==> src/rtl/ts_rate_stuffer_if.sv <==
// FIFO read side and output byte stream of ts_rate_stuffer.
// master = FIFO/sink environment, slave = the stuffer.
interface ts_rate_stuffer_if #(
    parameter int USEDW_W = 11
) ();
    logic [8:0]         FIFO_Q;
    logic               FIFO_EMPTY;
    logic [USEDW_W-1:0] FIFO_USEDW;
    logic               FIFO_RDREQ;
    logic [7:0]         DATA_OUT;
    logic               D_VALID_OUT;
    logic               P_SYNC_OUT;

    modport master (
        output FIFO_Q, FIFO_EMPTY, FIFO_USEDW,
        input  FIFO_RDREQ,
        input  DATA_OUT, D_VALID_OUT, P_SYNC_OUT
    );

    modport slave (
        input  FIFO_Q, FIFO_EMPTY, FIFO_USEDW,
        output FIFO_RDREQ,
        output DATA_OUT, D_VALID_OUT, P_SYNC_OUT
    );
endinterface

==> src/rtl/ts_rate_stuffer.sv <==
// Constant-rate, packet-aligned TS output: forwards whole buffered packets or stuffs null packets.
// Optional TS_STUFFER_STATS_EN adds NULL_COUNT / PASS_COUNT packet counters.
module ts_rate_stuffer #(
    parameter int BYTE_PERIOD = 4,
    parameter int USEDW_W     = 11,
    parameter int PKT_LEN     = 188
) (
    input  logic               SYS_CLK,
    input  logic               RST,
    ts_rate_stuffer_if.slave   ts,
    output logic               NULL_INS,
    output logic               SYNC_ERR,
    output logic               UNDERRUN
`ifdef TS_STUFFER_STATS_EN
    ,
    output logic [31:0]        NULL_COUNT,
    output logic [31:0]        PASS_COUNT
`endif
);

    localparam int SLOT_W = $clog2(BYTE_PERIOD);
    localparam int IDX_W  = $clog2(PKT_LEN);
    localparam logic [SLOT_W-1:0]  SLOT_LAST = SLOT_W'(BYTE_PERIOD - 1);
    localparam logic [IDX_W-1:0]   IDX_LAST  = IDX_W'(PKT_LEN - 1);
    localparam logic [IDX_W-1:0]   IDX_ONE   = IDX_W'(1);
    localparam logic [IDX_W-1:0]   IDX_PID_L = IDX_W'(3);
    localparam logic [USEDW_W-1:0] PKT_FILL  = USEDW_W'(PKT_LEN);

    typedef enum logic [1:0] {
        ST_IDLE,
        ST_ALIGN,
        ST_PASS,
        ST_NULL
    } state_t;

    state_t            state_q, state_d;
    logic [SLOT_W-1:0] slot_q;
    logic [IDX_W-1:0]  idx_q, idx_d;

    logic       tick;
    logic       pkt_ready;
    logic       rd;
    logic       discard;
    logic       emit;
    logic       emit_sync;
    logic       emit_null;
    logic       emit_urun;
    logic [7:0] emit_byte;

    assign tick      = (slot_q == '0);
    assign pkt_ready = (ts.FIFO_USEDW >= PKT_FILL) && !ts.FIFO_EMPTY && ts.FIFO_Q[8];

    always_comb begin
        state_d   = state_q;
        idx_d     = idx_q;
        rd        = 1'b0;
        discard   = 1'b0;
        emit      = 1'b0;
        emit_sync = 1'b0;
        emit_null = 1'b0;
        emit_urun = 1'b0;
        emit_byte = 8'hFF;

        case (state_q)
            ST_IDLE, ST_ALIGN: begin
                if (tick) begin
                    emit      = 1'b1;
                    emit_sync = 1'b1;
                    idx_d     = IDX_ONE;
                    if (pkt_ready) begin
                        state_d   = ST_PASS;
                        emit_byte = ts.FIFO_Q[7:0];
                        rd        = 1'b1;
                    end else begin
                        state_d   = ST_NULL;
                        emit_byte = 8'h47;
                        emit_null = 1'b1;
                    end
                end else if (!ts.FIFO_EMPTY && !ts.FIFO_Q[8]) begin
                    // Misaligned head byte: drop one per non-tick cycle until P_SYNC shows up.
                    rd      = 1'b1;
                    discard = 1'b1;
                    state_d = ST_ALIGN;
                end
            end

            ST_PASS: begin
                if (tick) begin
                    emit = 1'b1;
                    if (!ts.FIFO_EMPTY) begin
                        emit_byte = ts.FIFO_Q[7:0];
                        rd        = 1'b1;
                    end else begin
                        emit_byte = 8'hFF;
                        emit_urun = 1'b1;
                    end
                    if (idx_q == IDX_LAST) begin
                        idx_d   = '0;
                        state_d = ST_IDLE;
                    end else begin
                        idx_d = idx_q + 1'b1;
                    end
                end
            end

            ST_NULL: begin
                if (tick) begin
                    emit = 1'b1;
                    // Null header tail: PID 0x1FFF, payload-only, CC 0; payload all 0xFF.
                    if (idx_q == IDX_ONE)
                        emit_byte = 8'h1F;
                    else if (idx_q == IDX_PID_L)
                        emit_byte = 8'h10;
                    else
                        emit_byte = 8'hFF;
                    if (idx_q == IDX_LAST) begin
                        idx_d   = '0;
                        state_d = ST_IDLE;
                    end else begin
                        idx_d = idx_q + 1'b1;
                    end
                end
            end

            default: state_d = ST_IDLE;
        endcase
    end

    // Gated by RST so an abandoned packet never pops the FIFO during reset.
    assign ts.FIFO_RDREQ = rd & ~RST;

    always_ff @(posedge SYS_CLK) begin
        if (RST) begin
            state_q        <= ST_IDLE;
            slot_q         <= '0;
            idx_q          <= '0;
            ts.DATA_OUT    <= '0;
            ts.D_VALID_OUT <= 1'b0;
            ts.P_SYNC_OUT  <= 1'b0;
            NULL_INS       <= 1'b0;
            SYNC_ERR       <= 1'b0;
            UNDERRUN       <= 1'b0;
        end else begin
            state_q        <= state_d;
            slot_q         <= (slot_q == SLOT_LAST) ? '0 : slot_q + 1'b1;
            idx_q          <= idx_d;
            ts.D_VALID_OUT <= emit;
            if (emit)
                ts.DATA_OUT <= emit_byte;
            ts.P_SYNC_OUT  <= emit & emit_sync;
            NULL_INS       <= emit_null;
            SYNC_ERR       <= discard;
            UNDERRUN       <= emit_urun;
        end
    end

`ifdef TS_STUFFER_STATS_EN
    logic pass_start;
    assign pass_start = emit & emit_sync & ~emit_null;

    always_ff @(posedge SYS_CLK) begin
        if (RST) begin
            NULL_COUNT <= '0;
            PASS_COUNT <= '0;
        end else begin
            if (emit_null)
                NULL_COUNT <= NULL_COUNT + 32'd1;
            if (pass_start)
                PASS_COUNT <= PASS_COUNT + 32'd1;
        end
    end
`endif

endmodule

==> src/flat_wrapper.sv <==
// flat-port wrapper written by rule: the top's interface ports become plain ports
module ts_rate_stuffer_flat 
#(
    parameter int BYTE_PERIOD = 4,
    parameter int USEDW_W     = 11,
    parameter int PKT_LEN     = 188
)
  (SYS_CLK, RST, NULL_INS, SYNC_ERR, UNDERRUN, ts_FIFO_Q, ts_FIFO_EMPTY, ts_FIFO_USEDW, ts_FIFO_RDREQ, ts_DATA_OUT, ts_D_VALID_OUT, ts_P_SYNC_OUT);
  ts_rate_stuffer_if #(.USEDW_W(USEDW_W)) ts_i ();
  input  logic SYS_CLK;
  input  logic RST;
  output logic NULL_INS;
  output logic SYNC_ERR;
  output logic UNDERRUN;
  input wire logic [$bits(ts_i.FIFO_Q)-1:0] ts_FIFO_Q;
  input wire logic [$bits(ts_i.FIFO_EMPTY)-1:0] ts_FIFO_EMPTY;
  input wire logic [$bits(ts_i.FIFO_USEDW)-1:0] ts_FIFO_USEDW;
  output wire logic [$bits(ts_i.FIFO_RDREQ)-1:0] ts_FIFO_RDREQ;
  output wire logic [$bits(ts_i.DATA_OUT)-1:0] ts_DATA_OUT;
  output wire logic [$bits(ts_i.D_VALID_OUT)-1:0] ts_D_VALID_OUT;
  output wire logic [$bits(ts_i.P_SYNC_OUT)-1:0] ts_P_SYNC_OUT;
  assign ts_i.FIFO_Q = ts_FIFO_Q;
  assign ts_i.FIFO_EMPTY = ts_FIFO_EMPTY;
  assign ts_i.FIFO_USEDW = ts_FIFO_USEDW;
  assign ts_FIFO_RDREQ = ts_i.FIFO_RDREQ;
  assign ts_DATA_OUT = ts_i.DATA_OUT;
  assign ts_D_VALID_OUT = ts_i.D_VALID_OUT;
  assign ts_P_SYNC_OUT = ts_i.P_SYNC_OUT;
  ts_rate_stuffer #(.BYTE_PERIOD(BYTE_PERIOD), .USEDW_W(USEDW_W), .PKT_LEN(PKT_LEN)) u_core (.SYS_CLK(SYS_CLK), .RST(RST), .ts(ts_i), .NULL_INS(NULL_INS), .SYNC_ERR(SYNC_ERR), .UNDERRUN(UNDERRUN));
endmodule
==> config.mk <==
export PLATFORM = sky130hd
export DESIGN_NAME = ts_rate_stuffer_flat
export DESIGN_NICKNAME = d
export VERILOG_FILES = /design/src/rtl/ts_rate_stuffer_if.sv /design/src/rtl/ts_rate_stuffer.sv /design/src/flat_wrapper.sv
export SDC_FILE = /design/constraint.sdc
export NUM_CORES = 1
export LEC_CHECK = 0
export ABC_AREA = 1
export CAP_MARGIN = 20
export CORE_UTILIZATION = 50
export DETAILED_ROUTE_END_ITERATION = 8
export PLACE_DENSITY = 0.84
export SYNTH_ARGS = -nofsm -noshare
export SYNTH_HDL_FRONTEND = slang
export SYNTH_SLANG_ARGS = --single-unit
export TNS_END_PERCENT = 20
==> constraint.sdc <==
create_clock -name SYS_CLK -period 4.7 [get_ports SYS_CLK]
set_clock_uncertainty 0.05 [all_clocks]
set_input_delay 0.94 -clock SYS_CLK [delete_from_list [all_inputs] [get_ports SYS_CLK]]
set_output_delay 0.94 -clock SYS_CLK [all_outputs]
set_load 0.05 [all_outputs]
Yosys cells after proc, flatten, opt, wreduce, memory -nomap -nowiden

Index checks and enable logic that the tools add are counted.

Output and inout port bits: 14
Memory bits (writable): 0
Memories kept: 0
Bits in latches: 0
Logic and storage cells: 74
Input bits: 23
Memory bits (read-only): 0
Register bits: 25

Shift-type cells: 0
Eq/ne operators: 11
Divide/modulo/power cells: 0
Bitwise operators: 6
Add/subtract/negate cells: 2
Order comparisons: 1
Reduce and logical (&&, ||, !) cells: 16
$mul: 0
Multiplexer cells: 29

Operators by type and width:

| kind                                                                                 | number |
|---|---|
| 8-bit two-way mux                                                                    | 10 |
| 8-bit one-hot mux with 3 select lines                                                | 1 |
| 8-bit one-hot mux with 2 select lines                                                | 1 |
| 11-bit by 8-bit greater-or-equal comparator with 1-bit output, second input constant | 1 |
| 1-bit two-way mux                                                                    | 11 |
| 3-bit OR reduction                                                                   | 3 |
| 8-bit by 1-bit adder with 8-bit output, second input constant                        | 1 |
| 8-bit by 1-bit equality test with 1-bit output, second input constant                | 1 |
| 8-bit by 2-bit equality test with 1-bit output, second input constant                | 1 |
| 8-bit equality test, second input constant                                           | 1 |
| 2-bit two-way mux                                                                    | 4 |
| 2-bit equality test, second input constant                                           | 3 |
| 2-bit by 1-bit inequality test with 1-bit output, second input constant              | 3 |
| 2-bit OR reduction                                                                   | 3 |
| 2-bit logical NOT                                                                    | 2 |
| 1-bit inverter                                                                       | 4 |
| 2-bit one-hot mux with 2 select lines                                                | 1 |
| 4-bit OR reduction                                                                   | 1 |
| 1-bit logical AND                                                                    | 3 |
| 3-bit by 1-bit inequality test with 1-bit output, second input constant              | 1 |
| 3-bit AND reduction                                                                  | 1 |
| 2-bit by 1-bit adder with 2-bit output, second input constant                        | 1 |
| 1-bit AND                                                                            | 2 |
| 2-bit by 1-bit equality test with 1-bit output, second input constant                | 1 |
| other kinds (3)                                                                      | 4 |

Depth between registers and ports, before layout

Gate-level depths: netlist (run 1).

Depth after elaboration: 7
Depth in mapped cells: 12
Gate-level depth less buffers: 11

Worst setup path after synthesis (run 1)

No wires, ideal clock.

Path kind: input to output
Start: in ts_FIFO_USEDW[3]
End: out ts_FIFO_RDREQ
Stages: 7
Required time: 3.710 ns
Path buffers: 0
Setup slack: 1.814 ns
Arrival time: 1.896 ns
Cells stage by stage: nand2_1 > o21ai_0 > nand2_1 > nand2_1 > nand2_1 > nor2_1 > o21a_1

Word-level cells in the longest chain between the ends: 7

Ends and longest elaborated chain:

| item                                                          | line                   | RTL |
|---|---|---|
| start: declaration                                            | flat_wrapper.sv:17     | `input wire logic [$bits(ts_i.FIFO_USEDW)-1:0] ts_FIFO_USEDW;` |
| 11-bit by 8-bit greater-or-equal comparator with 1-bit output | ts_rate_stuffer.sv:51  | `assign pkt_ready = (ts.FIFO_USEDW >= PKT_FILL) && !ts.FIFO_EMPTY && ts.FIFO_Q[8];` |
| 1-bit logical AND (2 in series)                               | ts_rate_stuffer.sv:51  |  |
| 1-bit two-way mux                                             | ts_rate_stuffer.sv:70  | `if (pkt_ready) begin` |
| 1-bit two-way mux                                             | ts_rate_stuffer.sv:66  | `if (tick) begin` |
| 1-bit one-hot mux with 2 select lines                         | ts_rate_stuffer.sv:64  | `case (state_q)` |
| 1-bit AND                                                     | ts_rate_stuffer.sv:130 | `assign ts.FIFO_RDREQ = rd & ~RST;` |
| end: declaration                                              | flat_wrapper.sv:18     | `output wire logic [$bits(ts_i.FIFO_RDREQ)-1:0] ts_FIFO_RDREQ;` |

Every way passes these cells.

Worst setup path after layout (run 1)

Start: in ts_FIFO_USEDW[5]
End: out ts_FIFO_RDREQ

The elaborated chain is that of the path after synthesis.

==> results of run 1 <==
[state kept, by name, indices dropped and copies added, names as in the netlist]
name	cells
u_core.idx_q	8
u_core.ts.P_SYNC_OUT	1
u_core.slot_q	2
u_core.SYNC_ERR	1
u_core.ts.D_VALID_OUT	1
u_core.UNDERRUN	1
u_core.NULL_INS	1
u_core.state_q	2
u_core.ts.DATA_OUT	8
[Yosys cell counts, types with 2 or more instances]
cell,n
nand3_1,14
nand2_1,43
inv_2,3
o21ai_0,10
a21oi_1,4
nor2_1,24
nand3b_1,2
dfxtp_1,25
ha_1,4
inv_1,20
nor3_1,4
xor2_1,3
[cell families after synthesis]
family,after synthesis
DFF,25
buffers and inverters,25
xor gates and xnor gates,4
adders and majority gates,4
and+or+nand+nor,97
AOI/OAI and AO/OA,22
[cell type report]
class / count / share of cell area
clock inverters: 1 / 0.004488
multi-input cells: 127 / 0.4016
well taps: 28 / 0.02094
inverters: 24 / 0.05684
flip-flops and latches: 25 / 0.2992
repair buffers: 34 / 0.2034
clock buffers: 3 / 0.01346
[layer usage]
metal / global-route usage / share of wire / vias to the layer above
met4: 0.1228 / 0.015 / 0
met1: 0.2692 / 0.42 / 585
li1: - / - / 642
met5: 0 / 0 / -
met2: 0.4536 / 0.51 / 46
met3: 0.02899 / 0.052 / 5
[worst max path at each step]
stage                          start            end  slack [ns]  cells past startpoint
floorplan           ts_FIFO_USEDW[3]  ts_FIFO_RDREQ        1.81                      7
global placement    ts_FIFO_USEDW[3]  ts_FIFO_RDREQ        0.73                      9
detailed placement  ts_FIFO_USEDW[5]  ts_FIFO_RDREQ        0.69                      9
CTS                 ts_FIFO_USEDW[5]  ts_FIFO_RDREQ        0.67                      9
global route        ts_FIFO_USEDW[3]  ts_FIFO_RDREQ        0.48                      9
finish              ts_FIFO_USEDW[5]  ts_FIFO_RDREQ        0.65                      9
[through the flow]
step | std cells | cell area [sq um] | power [uW]
finish | 242 | 1673 | 627.5
CTS | 242 | 1673 | 628.8
detailed placement | 238 | 1643 | 526.3
floorplan | 177 | 1279 | 443.8
global placement | 238 | 1643 | 520.8
global route | 242 | 1673 | 661.3
[power groups by stage]
stage          sequential, uW  combinational [uW]  clock, uW
3_3_place_gp              266                 255          0
2_1_floorplan             335                 108          0
6_report                  263                 261        103
3_5_place_dp              267                 259          0
4_1_cts                   263                 261        105
5_1_grt                   267                 283        112
[worst max-delay path: stages]
cell,delay (ns)
clkdlybuf4s50_1,0.46
nand2_1,0.05
o21ai_0,0.17
nand2_1,0.07
nand2_1,0.13
nand2_1,0.19
nor2_1,0.14
o21a_1,0.12
clkdlybuf4s50_1,0.79
==> run_results.csv, run 1 <==
group,metric,value,unit
grt,grt_max_degree,16,
synth,syn_avg_cell_area,7.224,sq um
routing,routed_length_per_placed_instance,12.27,microns
final_layout,areaGrowthSynthToFinish,30.82,%
synth,synthDominantAreaCellType,"dfxtp_1",
synth,synth_async_sr_flop_share,0,
routing,number_of_antenna_violating_nets_in_the_routed_design,0,
clocking,cts.htree.levels,1,
setup_path,worst_setup_path_start_kind,"input port",
synth,synth_sequential_area_ratio,0.3914,
die,rows,17,
routing,drtPass1Iterations,4,
clocking,clk_latency,0.33,ns
die,floorplan.core_area,0.002318,sq mm
place,post_detailed_placement_half_perimeter_wirelength,2294,microns
final_layout,most-common-layout-cells,"nand2_1 (43), clkdlybuf4s50_1 (34), dfxtp_1 (25), nor2_1 (24), inv_1 (20)",
sta,finalSetupViolations,0,
outcome,status,"completed",
clocking,post_cts_hold_buffer_count,0,
final_layout,postLayoutCoreUtil,0.7215,
pwr,cellInternalPower,365.8,uW
grt,grt_pass1_vias,1227,
die,initial_core_util,0.5515,
pwr,power_frac_seq,0.419,
grt,first_pass_grt_wire_length,4905,microns
run,drv.max_cap_violation_count,0,
final_layout,multi_input_area,671.9,sq um
final_layout,num-nets-final,242,
sta,rsz0062_at_grt,"false",
synth,syn_area,0.001279,sq mm
pwr,power.share.combinational,0.416,
place,gp_routability_congestion,0.9137,
synth,synth_compound_gate_area_share,0.1086,
hold_path,timing.hold.worst_endpoint,"u_core.slot_q[0]",
clocking,tritoncts.num_buffers,3,
hold_path,timing.hold.worst.class,"reg -> reg",
clocking,cts.repair_timing.setup_buffer_count,0,
final_layout,fillCellCount,195,
synth,ys.warnings.count,0,
pwr,net-switching-power,261.7,uW
sta,fin_setup_tns,0,ns
setup_path,cp.required,3.71,ns
pwr,switching_share_of_power,0.4171,
sta,report.final.hold_viol_count,0,
setup_path,worstPathMaxFanout,7,
pwr,p_per_area,375.1,mW/mm^2
sta,layout_worst_path_cycle_share,0.8612,
sta,timing.final.crit_period,4.048,ns
die,dieArea,0.002764,sq mm
setup_path,regToRegSetupSlack,2.81,ns
setup_path,worst-endpoint-arrival,3.06,ns
synth,syn_nets,204,
synth,synth-simple-area-share,0.3503,
die,die_h,52.57,microns
setup_path,worst-setup-path-type,"in -> out",
final_layout,final_common_cell,"nand2_1",
final_layout,seqCellArea,500.5,sq um
clocking,clockRootBuffer,"clkbuf_4",
setup_path,reg2reg_from,"u_core.slot_q[0]",
synth,post_synth_mux_area_share,0,
sta,smallest_setup_slack_after_layout,0.6523,ns
die,io_pins,37,
sta,timing_max_transition_violations_final,0,
setup_path,crit_path_end_kind,"output pin",
routing,avgViaCountPerCell,5.281,
grt,global_router_s_overall_resource_usage,0.2448,
synth,synth_seq_cells,25,
die,die_w,52.57,microns
sta,max-slew-margin-rel,0.6631,
routing,iteration_0_drc_markers,42,
clocking,cts.reportedPaths.clkPinSlew,0.15,ns
clocking,clock_path_buffers,2,
synth,netlist-cell-type-count,33,
routing,drc_viols,0,
place,pre_cts_ws,0.6868,ns
grt,grt_antenna_before_repair,0,
final_layout,n_antenna_cell,0,
synth,synthesized_netlist_cell_count,177,
synth,synthDominantCellAreaShare,0.3914,
pwr,power.clock.fraction,0.165,
hold_path,worstHoldStart,"u_core.slot_q[0]",
sta,worst_pin_slew,0.5038,ns
clocking,post_cts_resize_count,0,
final_layout,layout-drive-gt1-share,0.07477,
setup_path,timing.reg2reg.worst_path_depth,8,
pwr,peakVddDrop,0.2879,mV
grt,aggregate_global_routing_overflow,0,
routing,drt-total-wl,2970,microns
sta,fmax,247.1,MHz
setup_path,worstReg2RegEnd,"u_core.state_q[0]",
routing,vias,1278,
synth,post_synth_adder_cell_area,0.03914,
place,portBuffers,34,
synth,synth-main-ff-cell,"dfxtp_1",
hold_path,hold_path_depth,1,
pwr,leakage,0.0007590,uW
synth,synth_top_family_by_area,"simple AND/OR/NAND/NOR gates",
clocking,cts.sinks,25,
synth,yosys-top-cells-area,"dfxtp_1 (39%), nand2_1 (13%), nor2_1 (7.0%)",
sta,final.hold.worst_slack,0.4167,ns
clocking,tritoncts,"built",
synth,synth_enable_flop_cells,0,
synth,yosys.area_share.xor_xnor,0.02740,
Note: power is estimated with default switching activity, not from simulation.
==> inputs of run 2 (changes only) <==
- SLEW_MARGIN: default -> 20
==> results of run 2 <==
Final layout, timing and power as in run 1 (identical DEF).
==> inputs of run 3 (changes only) <==
- CELL_PAD_IN_SITES_DETAIL_PLACEMENT: default -> 1
- CELL_PAD_IN_SITES_GLOBAL_PLACEMENT: default -> 2
- CORE_UTILIZATION: 50 -> 27
- PLACE_DENSITY: 0.84 -> default
- PLACE_DENSITY_LB_ADDON: default -> 0.1
- SLEW_MARGIN: 20 -> default
==> run 3 against run 2 <==
Sequential cell count is the same. Highest routed layer unchanged. Critical path type unchanged. Largest power group is now combinational cells. Sequential share of layout area decreased by 0.85 points. Register-to-register slack improved by 0.02 ns. First-iteration DRC count rose by 26%.
==> run_results.csv, run 3 (synthesis results as in run 1) <==
group,metric,value,unit
final_layout,n_antenna_cell,0,
setup_path,slowest_stage,"clkdlybuf4s50_1",
routing,drc_viols,0,
clocking,cts.repair_timing.setup_buffer_count,0,
grt,grt_max_degree,16,
grt,grt_antenna_before_repair,0,
clocking,tritoncts,"built",
die,io_pins,37,
hold_path,timing.hold.worst_endpoint,"u_core.ts.DATA_OUT[4]",
clocking,clk_latency,0.28,ns
grt,global_router_s_overall_resource_usage,0.1493,
setup_path,worst_setup_path_start_kind,"input port",
final_layout,largest_registers,"u_core.idx_q x8, u_core.ts.DATA_OUT x8",
routing,vias,1231,
place,place_inst,262,
clocking,cts.reportedPaths.clkPinSlew,0.10,ns
final_layout,fillCellCount,555,
setup_path,worst_path_buffer_plus_inverter_count,2,
setup_path,timing.reg2reg.worst_path_depth,8,
final_layout,postLayoutCoreUtil,0.3874,
setup_path,worst-endpoint-arrival,3.06,ns
place,portBuffers,34,
routing,number_of_antenna_violating_nets_in_the_routed_design,0,
pwr,p_per_area,383.7,mW/mm^2
clocking,post_cts_hold_buffer_count,0,
sta,timing.final.crit_period,4.051,ns
grt,groute.layer.met3.usage,0.03561,
clocking,tritoncts.num_buffers,3,
run,drv.max_cap_violation_count,0,
routing,routed_length_per_placed_instance,12.80,microns
setup_path,cp.required,3.71,ns
clocking,cts.htree.levels,1,
sta,finalSetupViolations,0,
die,floorplan.core_area,0.004444,sq mm
routing,drtPass1Iterations,6,
sta,layout_worst_path_cycle_share,0.8618,
routing,iteration_0_drc_markers,53,
setup_path,worstReg2RegEnd,"u_core.state_q[0]",
place,post_detailed_placement_half_perimeter_wirelength,2723,microns
place,dpl_cell_area,0.001673,sq mm
grt,top_usage_layer,"met2",
sta,timing_max_transition_violations_final,0,
hold_path,hold_path_depth,2,
final_layout,layout.cell_area.non_filler,0.001722,sq mm
setup_path,crit_path_end_kind,"output pin",
die,dieArea,0.005015,sq mm
setup_path,largest_delay_share_family_worst_path,"buffers and inverters",
sta,max-slew-margin-rel,0.6622,
hold_path,timing.hold.worst.class,"reg -> reg",
grt,global_route.usage.met1,0.1804,
setup_path,timing.critical_path.mode_cell,"nand2_1",
routing,avgViaCountPerCell,4.628,
grt,aggregate_global_routing_overflow,0,
clocking,cts.sinks,25,
die,initial_core_util,0.2877,
clocking,clockRootBuffer,"clkbuf_8",
die,rows,24,
clocking,clock_path_buffers,2,
sta,fmax,246.9,MHz
setup_path,worst-setup-path-type,"in -> out",
die,die_w,70.82,microns
die,die_h,70.82,microns
final_layout,stdcell_count,266,
pwr,leakage,0.0007667,uW
sta,report.final.hold_viol_count,0,
setup_path,worstPathMaxFanout,7,
outcome,status,"completed",
final_layout,areaGrowthSynthToFinish,34.64,%
clocking,post_cts_resize_count,0,
sta,worst_pin_slew,0.5051,ns
hold_path,worstHoldStart,"u_core.ts.DATA_OUT[4]",
grt,first_pass_grt_wire_length,5878,microns
pwr,peakVddDrop,0.1515,mV
final_layout,most-common-layout-cells,"nand2_1 (43), clkdlybuf4s50_1 (34), dfxtp_1 (25), nor2_1 (24), inv_1 (20)",
pwr,design_power_total,660.5,uW
final_layout,num-nets-final,242,
grt,use_met2,0.2650,
setup_path,reg2reg_from,"u_core.slot_q[0]",
final_layout,layout-drive-gt1-share,0.07477,
setup_path,regToRegSetupSlack,2.83,ns
grt,grt_pass1_vias,1266,
place,gp_routability_congestion,0.7458,
sta,rsz0062_at_grt,"false",
setup_path,cpPeakStageDelay,0.80,ns
sta,fin_setup_tns,0,ns
routing,drt-total-wl,3405,microns
final_layout,final_common_cell,"nand2_1",
setup_path,worstPathCellList,"clkdlybuf4s50_1 > nand2_1 > o21ai_0 > nand2_1 > nand2_1 > nand2_1 > nor2_1 > o21a_1 > clkdlybuf4s50_1",
[run 3: power by group]
group	switching, uW	total (uW)	internal, uW
Sequential	20.8	262	242
Clock	75.3	136	60.3
Combinational	171	263	91.5
Total	267	661	393
[run 3: how the worst max path moves through the flow]
stage	depth (start not counted)	slack (ns)	from	end
5_1_grt	9	0.50	ts_FIFO_USEDW[3]	ts_FIFO_RDREQ
3_3_place_gp	9	0.66	ts_FIFO_USEDW[3]	ts_FIFO_RDREQ
6_report	9	0.65	ts_FIFO_USEDW[3]	ts_FIFO_RDREQ
3_5_place_dp	9	0.63	ts_FIFO_USEDW[3]	ts_FIFO_RDREQ
4_1_cts	9	0.62	ts_FIFO_USEDW[3]	ts_FIFO_RDREQ
2_1_floorplan	7	1.81	ts_FIFO_USEDW[3]	ts_FIFO_RDREQ
[run 3: per-stage QoR]
| step | setup WS [ns] | hold slack [ns] |
|---|---|---|
| 2_1_floorplan | 1.814 | 0.3750 |
| 3_3_place_gp | 0.6555 | 0.3880 |
| 3_5_place_dp | 0.6277 | 0.3978 |
| 4_1_cts | 0.6184 | 0.4173 |
| 5_1_grt | 0.4962 | 0.4466 |
| 6_report | 0.6494 | 0.4103 |
[run 3: area by class of cell]
cell class	count	area, sq um	area share
Sequential cell	25	500.5	0.2907
Clock buffer	3	41.29	0.02398
Tap cell	52	65.06	0.03779
Multi-Input combinational cell	127	671.9	0.3903
Inverter	24	95.09	0.05523
Timing Repair Buffer	34	340.3	0.1977
Clock inverter	1	7.507	0.004360
[run 3: per-layer routing]
| layer | wire (microns) | part of all wire |
|---|---|---|
| met1 | 1643 | 0.48 |
| met2 | 1588 | 0.47 |
| met3 | 137 | 0.040 |
| met4 | 36 | 0.011 |
| met5 | 0 | 0 |
[run 3: worst register-to-register path: stages, from the launching register on]
cell and delay [ns]:
dfxtp_1 0.33, inv_1 0.06, ha_1 0.45, inv_6 0.12
nor2_1 0.32, inv_1 0.15, a21oi_1 0.17, o21ai_0 0.09
o21ai_0 0.07
==> variant (flow settings as in run 1) <==
Register the output `SYNC_ERR` once more, cleared by the reset; this adds one clock of latency there. The other outputs are not delayed to match.
--- a/src/rtl/ts_rate_stuffer.sv
+++ b/src/rtl/ts_rate_stuffer.sv
@@ -32,6 +32,8 @@
         ST_PASS,
         ST_NULL
     } state_t;
+
+    logic SYNC_ERR_s0;
 
     state_t            state_q, state_d;
     logic [SLOT_W-1:0] slot_q;
@@ -138,7 +140,7 @@
             ts.D_VALID_OUT <= 1'b0;
             ts.P_SYNC_OUT  <= 1'b0;
             NULL_INS       <= 1'b0;
-            SYNC_ERR       <= 1'b0;
+            SYNC_ERR_s0    <= 1'b0;
             UNDERRUN       <= 1'b0;
         end else begin
             state_q        <= state_d;
@@ -149,7 +151,7 @@
                 ts.DATA_OUT <= emit_byte;
             ts.P_SYNC_OUT  <= emit & emit_sync;
             NULL_INS       <= emit_null;
-            SYNC_ERR       <= discard;
+            SYNC_ERR_s0    <= discard;
             UNDERRUN       <= emit_urun;
         end
     end
@@ -171,5 +173,13 @@
     end
 `endif
 
+    always_ff @(posedge SYS_CLK) begin
+        if (RST) begin
+            SYNC_ERR <= '0;
+        end else begin
+            SYNC_ERR <= SYNC_ERR_s0;
+        end
+    end
+
 endmodule
 
Check against the original RTL: same outputs for any inputs over 10 cycles, from zero or initial values and one cycle with RST high; that may be too few to reach the edited logic, so the function may still have changed.
==> variant against run 1 <==
Synthesized area up 6.0%. Wire length about the same. Worst setup slack worse by 8.8 ps. Global-route usage down 2.4 points. Critical path type unchanged. Design area up 4.0%. Sequential cell count up 1. Clock power down 9.6%. Power down 4.5%. Synthesized cell count up 14%. Core utilization down 3.2 points.
==> variant: results (changes against run 1) <==
The run gives 25 (-24%) as the number of distinct library cells after synthesis. The average wire per cell in the routed design is 11.25 µm (-8.3%). The commonest cells after synthesis are 46 x sky130_fd_sc_hd__nand2_1, 28 x sky130_fd_sc_hd__nor2_1, 26 x sky130_fd_sc_hd__dfxtp_1. The tools report the number of global-route vias before repair as 1128 (-8.1%). The logs give 22.12% (-2.4 points) for the global-route usage over all layers and 40 (-4.8%) for the detailed router's first-iteration violation count. The largest registers in the layout are u_core.idx_q: 8 flops, u_core.ts.DATA_OUT: 8 flops. The number of nets in the layout was 263 (+8.7%); the leakage power figure was 0.7544 nW (-0.61%). The hold-critical path endpoint is u_core.SYNC_ERR. The tools report the endpoint of the lowest-slack register-to-register path as u_core.ts.DATA_OUT[7].

Cell count of the worst hold path: 2 (+1). The tools report the placed cell area as 1717 µm² (+4.5%). The maximum fanout encountered on the critical timing path was 11 (+4); the detailed-placement wirelength estimate was 2.182 mm (-4.9%).

The tools report the routed length on met1 as 1.394 mm (+12%). The depth of the worst register-to-register path is 7 (-1), and the final hold slack is 369.0 ps (-47.68 ps). By area the synthesized netlist is led by sky130_fd_sc_hd__dfxtp_1 38%, sky130_fd_sc_hd__nand2_1 13%, sky130_fd_sc_hd__nor2_1 7.8%. Clock root buffer: sky130_fd_sc_hd__clkbuf_4. The maximum VDD drop was 0.2191 mV (-24%). The internal cell power was 365.6 µW (about the same). The detailed route wirelength on metal2 is 1.388 mm (-8.7%), and the clock input transition at the sequential cells of the worst setup and hold paths is 130 ps (-20 ps).

The share of layout cells above drive strength 1 was 4.701% (-2.8 points). The run gives 17 (+1) as the pin count of the biggest net entering global routing. The run gives 228 (+12%) as the number of nets in the synthesized netlist. The run gives 1363 (+6.7%) as the number of vias after detailed routing. The logs give 160 µm (+4.6%) for the total length of routed met3 wires and 38.41% (-0.73 points) for the share of synthesized area occupied by flip-flops and latches.

The flow ran to the end, and the final reports show no timing, DRC or antenna violations. The largest stage delay on the critical path was 820 ps (+30 ps); the filler cell count was 228 (+17%).
[variant: changes by cell type after synthesis, sizes merged, moves of 2 or more]
cell           run 1  this run
a21oi              4        16
and2               2         0
buf                1         5
nand2             44        47
nand3b             2         4
nand4              2         4
nor2              26        29
nor3b              1         3
[variant: cell families after synthesis]
logic type,synth area share [%]
DFF,38.41
and+or+nand+nor,35.09
buffers and inverters,9.234
xor gates and xnor gates,1.939
AOI/OAI and AO/OA,11.63
adders and majority gates,3.694
[variant: layout make-up]
type | count | area [µm²] | area share, %
inverter | 25 | 93.84 | 5.396
clock buffer | 3 | 22.52 | 1.295
tap | 30 | 37.54 | 2.158
timing repair buffer | 36 | 355.3 | 20.43
sequential | 26 | 520.5 | 29.93
multi-input combinational | 144 | 709.4 | 40.79
[variant: metrics by stage]
step,cells,setup slack [ps],power [mW]
floorplan,201,1435,0.4360
global placement,261,681.1,0.5071
detailed placement,261,658.6,0.5097
CTS,264,657.1,0.6013
global route,264,512.3,0.6345
finish,264,643.5,0.5995
[variant: critical path, delay by kind of cell]
| family | cells | cell delay [ps] |
|---|---|---|
| and+or+nand+nor | 4 | 550 |
| buffers and inverters | 2 | 1270 |
| AOI/OAI and AO/OA | 2 | 300 |
[variant: worst max-delay path by stage]
stage | start | to | slack (ps) | cells after the start
after floorplan | ts_FIFO_USEDW[3] | ts_FIFO_RDREQ | 1430 | 7
after global placement | ts_FIFO_USEDW[3] | ts_FIFO_RDREQ | 680 | 8
after detailed placement | ts_FIFO_USEDW[3] | ts_FIFO_RDREQ | 660 | 8
after CTS | ts_FIFO_USEDW[3] | ts_FIFO_RDREQ | 660 | 8
after global routing | ts_FIFO_USEDW[4] | ts_FIFO_RDREQ | 510 | 8
final | ts_FIFO_USEDW[3] | ts_FIFO_RDREQ | 640 | 8
[variant: routing by layer]
layer,vias up,track usage (%)
met1,598,29.47
met5,-,0
met3,4,2.825
met2,50,36.63
met4,0,7.265
li1,711,-
[variant: power groups by stage]
stage | clock network (mW) | logic, mW | registers, mW
after detailed placement | 0 | 0.238 | 0.271
after floorplan | 0 | 0.107 | 0.329
after global placement | 0 | 0.237 | 0.270
after global routing | 0.102 | 0.263 | 0.270
final | 0.0931 | 0.240 | 0.266
after CTS | 0.0951 | 0.240 | 0.266
